<file path="src/rtl/conv_pkg.sv">
// conv_pkg: shared widths and window byte placement for the 3x3x3 RGB conv datapath.
package conv_pkg;
    localparam int PIX_W = 8;
    localparam int CH_W  = 9 * PIX_W;
    localparam int WIN_W = 27 * PIX_W;
    localparam int R_LSB = 18 * PIX_W;
    localparam int G_LSB = 9 * PIX_W;
    localparam int B_LSB = 0;

    // MSB of tap k_n inside one channel slice; k_0 sits at the top byte.
    function automatic int k_msb(input int n, input int pix_w);
        return (9 - n) * pix_w - 1;
    endfunction
endpackage

</file>
<file path="src/rtl/line_buffer.sv">
// line_buffer: one-line pixel store, single address per cycle, read returns the old contents.
module line_buffer #(
    parameter int DEPTH = 16,
    parameter int W     = 24
) (
    input  logic                     clk,
    input  logic                     we,
    input  logic [$clog2(DEPTH)-1:0] addr,
    input  logic [W-1:0]             wr_data,
    output logic [W-1:0]             rd_data
);
    logic [W-1:0] mem [DEPTH];

    assign rd_data = mem[addr];

    always_ff @(posedge clk)
        if (we) mem[addr] <= wr_data;
endmodule

</file>
<file path="src/rtl/rgb_window_gen.sv">
// rgb_window_gen: turns a raster RGB pixel stream into valid-only 3x3 windows per channel.
module rgb_window_gen #(
    parameter int IMG_W = 16,
    parameter int IMG_H = 16,
    parameter int PIX_W = conv_pkg::PIX_W
) (
    input  logic                  clk_i,
    input  logic                  rst_i,
    input  logic                  pix_valid_i,
    output logic                  pix_ready_o,
    input  logic [3*PIX_W-1:0]    pix_data_i,
    output logic                  win_valid_o,
    input  logic                  win_ready_i,
    output logic [27*PIX_W-1:0]   win_data_o,
    output logic                  frame_done_o
);
    import conv_pkg::*;

    localparam int CW = $clog2(IMG_W);
    localparam int RW = $clog2(IMG_H);
    localparam int PX = 3 * PIX_W;
    localparam logic [CW-1:0] COL_LAST = CW'(IMG_W - 1);
    localparam logic [RW-1:0] ROW_LAST = RW'(IMG_H - 1);

    logic [CW-1:0]        col;
    logic [RW-1:0]        row;
    logic [PX-1:0]        lb0_rd, lb1_rd;
    logic [PX-1:0]        sh [3][2];
    logic [PX-1:0]        nw [3][3];
    logic [27*PIX_W-1:0]  win_nxt;
    logic                 acc, emit, last, win_last;

    assign pix_ready_o = !win_valid_o || win_ready_i;
    assign acc         = pix_valid_i && pix_ready_o;
    assign emit        = acc && row >= RW'(2) && col >= CW'(2);
    assign last        = row == ROW_LAST && col == COL_LAST;

    line_buffer #(.DEPTH(IMG_W), .W(PX)) u_lb0 (
        .clk(clk_i), .we(acc), .addr(col), .wr_data(pix_data_i), .rd_data(lb0_rd)
    );

    line_buffer #(.DEPTH(IMG_W), .W(PX)) u_lb1 (
        .clk(clk_i), .we(acc), .addr(col), .wr_data(lb0_rd), .rd_data(lb1_rd)
    );

    // Only the two older columns are stored; the newest column comes straight from the buffers.
    always_comb begin
        for (int i = 0; i < 3; i++) begin
            nw[i][0] = sh[i][0];
            nw[i][1] = sh[i][1];
        end
        nw[0][2] = lb1_rd;
        nw[1][2] = lb0_rd;
        nw[2][2] = pix_data_i;
        win_nxt  = '0;
        for (int ch = 0; ch < 3; ch++)
            for (int n = 0; n < 9; n++)
                win_nxt[(2-ch)*9*PIX_W + k_msb(n, PIX_W) -: PIX_W] = nw[n/3][n%3][(3-ch)*PIX_W-1 -: PIX_W];
    end

    always_ff @(posedge clk_i)
        if (acc)
            for (int i = 0; i < 3; i++) begin
                sh[i][0] <= nw[i][1];
                sh[i][1] <= nw[i][2];
            end

    always_ff @(posedge clk_i) begin
        if (rst_i) begin
            col <= '0;
            row <= '0;
        end else if (acc) begin
            col <= col == COL_LAST ? '0 : col + 1'b1;
            row <= col != COL_LAST ? row : row == ROW_LAST ? '0 : row + 1'b1;
        end
    end

    always_ff @(posedge clk_i) begin
        if (rst_i) begin
            win_valid_o  <= 1'b0;
            win_data_o   <= '0;
            win_last     <= 1'b0;
            frame_done_o <= 1'b0;
        end else begin
            frame_done_o <= win_valid_o && win_ready_i && win_last;
            if (emit) begin
                win_valid_o <= 1'b1;
                win_data_o  <= win_nxt;
                win_last    <= last;
            end else if (win_ready_i) begin
                win_valid_o <= 1'b0;
            end
        end
    end
endmodule

</file>
<file path="config.mk">
export PLATFORM = sky130hd
export DESIGN_NAME = rgb_window_gen
export DESIGN_NICKNAME = d
export VERILOG_FILES = /design/src/rtl/conv_pkg.sv /design/src/rtl/line_buffer.sv /design/src/rtl/rgb_window_gen.sv
export SDC_FILE = /design/constraint.sdc
export NUM_CORES = 1
export LEC_CHECK = 0
export ABC_AREA = 1
export CAP_MARGIN = 20
export CELL_PAD_IN_SITES_DETAIL_PLACEMENT = 0
export CELL_PAD_IN_SITES_GLOBAL_PLACEMENT = 1
export CORE_MARGIN = 5
export CORE_UTILIZATION = 56
export CTS_BUF_LIST = sky130_fd_sc_hd__clkbuf_4 sky130_fd_sc_hd__clkbuf_8
export DETAILED_ROUTE_END_ITERATION = 6
export DONT_BUFFER_PORTS = 1
export PLACE_DENSITY = 0.86
export SLEW_MARGIN = 20
export SYNTH_ARGS = -nofsm -noshare
export SYNTH_HDL_FRONTEND = slang
export SYNTH_HIERARCHICAL = 1
export SYNTH_SLANG_ARGS = --single-unit
</file>
<file path="constraint.sdc">
create_clock -name clk_i -period 11.3 [get_ports clk_i]
set_input_delay 1.695 -clock clk_i [delete_from_list [all_inputs] [get_ports clk_i]]
set_output_delay 1.695 -clock clk_i [all_outputs]
set_load 0.005 [all_outputs]
</file>
==> results.ini <==
[cts]
clock_path_buffers=3
cts_max_level=4
cts_buffers=178
hold_buffers=0
root_buffer=clkbuf_8
cts_tree=yes
cts_sinks=1139
post_cts_resized=0
clkSlewWorstSetupHoldPaths_ns=0.06
postCtsSetupBuffers=0
clk_latency_ns=0.83

[synthesis]
synth_fa_ha_area_frac=0.00109
ys_warn_count=6
synth_top_family_by_area=simple AND/OR/NAND/NOR gates
synth.distinct_cells=20
synth_area_leader_cell=edfxtp_1
synth_mux_area_frac=0
synthXorXnorAreaFrac=0
syn-cell-area_um2=46000
synthArstFlopShare=0
synth_area_per_cell_um2=9.72
synth_common_cells=nand2_1, edfxtp_1, nor2_1
ys_ff_latch=1139
syn_nets=4760
synth_compound_area_frac=0.00128
synth-edff-count=912
ys_seq_area_frac=0.695
synth_top_area_frac=0.596
synth_area_leaders=edfxtp_1, nand2_1, dfxtp_1
synth-simple-area-share=0.248
synth.most_common_cell=nand2_1
synth_flop_cell=edfxtp_1
syn-instance-count=4728

[sta]
tightest_slew_ns=1.16
post-route-period-util=0.374
setup_viol=0
fin_setup_tns_ns=0
slew_viol_final=0
period_minus_slack_ns=4.22
slew_headroom=0.222
max_freq_mhz=237
rsz0062_at_grt=no
fin_skew_ns=0.0280
finalHoldViolCount=0

[grt]
grt_use_met1=0.334
grt_util_all_layers=0.247
use_met3=0.0491
antenna_found_initial=3
grt_start_max_net_pins=145
grt_pass1_wl_um=165000
met2_usage=0.408
grt-ovfl-total=0
grt_pass1_vias=27563
grt_busiest_layer=met2

[floorplanning]
die_area_um2=87900
coreArea_um2=81700
row_count=105
die_x_um=296
initial_core_util=0.562
io-pin-count=247
die_height_um=296

[worst_hold_path]
min_from=sh[2][2]
worstHoldEndpoint=sh[2][26]
hold_path_depth=0
min_path_type=register to register

[worst_setup_path]
cp_num_buf_inv=3
crit_cells=10
end_kind=register
cp.arrival_ns=4.94
criticalPathCategory=register to register
crit_slowest_cell=buf_4
worstPathCellList=buf_4 -> ha_1 -> nor2_1 -> nand2_1 -> nand3_4 -> buf_4 -> buf_4 -> nand2_1 -> nand2_1 -> nor2_1
cp_slowest_stage_delay_ns=0.88
path_delay_family=buffers and inverters
start_kind=register
required_ns=12.02
path_max_fanout=105
reg2reg_depth=10
r2r_setup_slack_ns=7.08
worstReg2RegEnd=win_data_o[36]
timing.rr.start=col[1]

[drt]
routedWlPerCell_um=18.4
drt_iter0_markers=2576
first_pass_iters=5
wl_um=110000
postRouteAntennaNets=0
dr_total_vias=29870
drcViolationCount=0
via_per_inst=5.00

[power]
vdd.ir_drop.worst_mv=0.146
total_power_mw=8.67
p_leak_nw=22.2
power_density_nw_per_um2=173

[placed_design]
dp.cells=5637
port_buffers=0
post-dp-hpwl_um=61700
gp_congestion=0.787
dpl_cell_area_um2=46600

[finish]
drive_gt1_frac=0.0808
final_core_util=0.615
area_delta_synth_final_pct=9.28
final_area_um2=50200
layout.cells.non_filler=5969
final_nets=4779

[flow_run]
drv_cap=0

[outcome]
status=complete, no violations

how the worst max path moves through the flow:
stage / slack (ns) / start / endpoint
3_5_place_dp: 6.59 / win_ready_i / win_data_o[36]
3_3_place_gp: 6.66 / win_ready_i / win_data_o[210]
2_1_floorplan: 4.94 / win_ready_i / u_lb0/mem[3][0]
6_report: 7.08 / col[1] / win_data_o[36]
4_1_cts: 7.07 / col[1] / win_data_o[36]
5_1_grt: 6.71 / col[1] / win_data_o[21]
routing by layer:
metal | share of wire | vias to the layer above
li1 | - | 14828
met4 | 0.027 | 0
met5 | 0 | -
met1 | 0.42 | 13925
met3 | 0.074 | 179
met2 | 0.48 | 938
placed cells by master (no fill, tap or decap), drive strengths merged:
| cell type | count |
|---|---|
| nand2 | 2519 |
| clkbuf | 264 |
| clkinvlp | 2 |
| a21oi | 6 |
| nor2 | 486 |
| buf | 55 |
| o21ai | 2 |
| clkinv | 54 |
| bufinv | 3 |
| dfxtp | 227 |
| nand3 | 19 |
| inv | 344 |
| edfxtp | 912 |
| o21bai | 1 |
| diode | 1 |
| ha | 4 |
where the power goes:
group          total [mW]  switching, mW  internal (mW)
clock network        3.44           1.57           1.88
registers            4.71         0.0339           4.68
logic               0.520          0.417          0.103
total                8.67           2.02           6.66
logic make-up (layout without fill, tap and decap cells):
family,after synthesis,in the layout
simple gates,3024,3024
flops,1139,1139
buf+inv,552,722
compound gates,9,9
fa+ha+maj,4,4
other cells,0,1
flip-flops by register name, indices dropped and copies added (netlist names):
signal / cells
u_lb0/mem: 384
win_valid_o: 1
win_data_o: 216
win_last: 1
frame_done_o: 1
u_lb1/mem: 384
col: 4
row: 4
sh: 144
final cells by class:
| class | instances | area (µm²) |
|---|---|---|
| clock buffers | 264 | 3170 |
| flip-flops and latches | 1139 | 31900 |
| inverters | 336 | 1270 |
| multi-input cells | 3037 | 11600 |
| repair buffers | 55 | 438 |
| clock inverters | 67 | 442 |
| fillers | 6841 | 31500 |
| well taps | 1070 | 1340 |
| diodes | 1 | 2.50 |
metrics by stage:
step	worst slack (ns)	hold WS, ns
detailed placement	6.59	0.434
global placement	6.66	0.431
finish	7.08	0.443
global route	6.71	0.445
floorplan	4.94	0.422
CTS	7.07	0.444
Note: power is estimated with default switching activity, not from simulation.
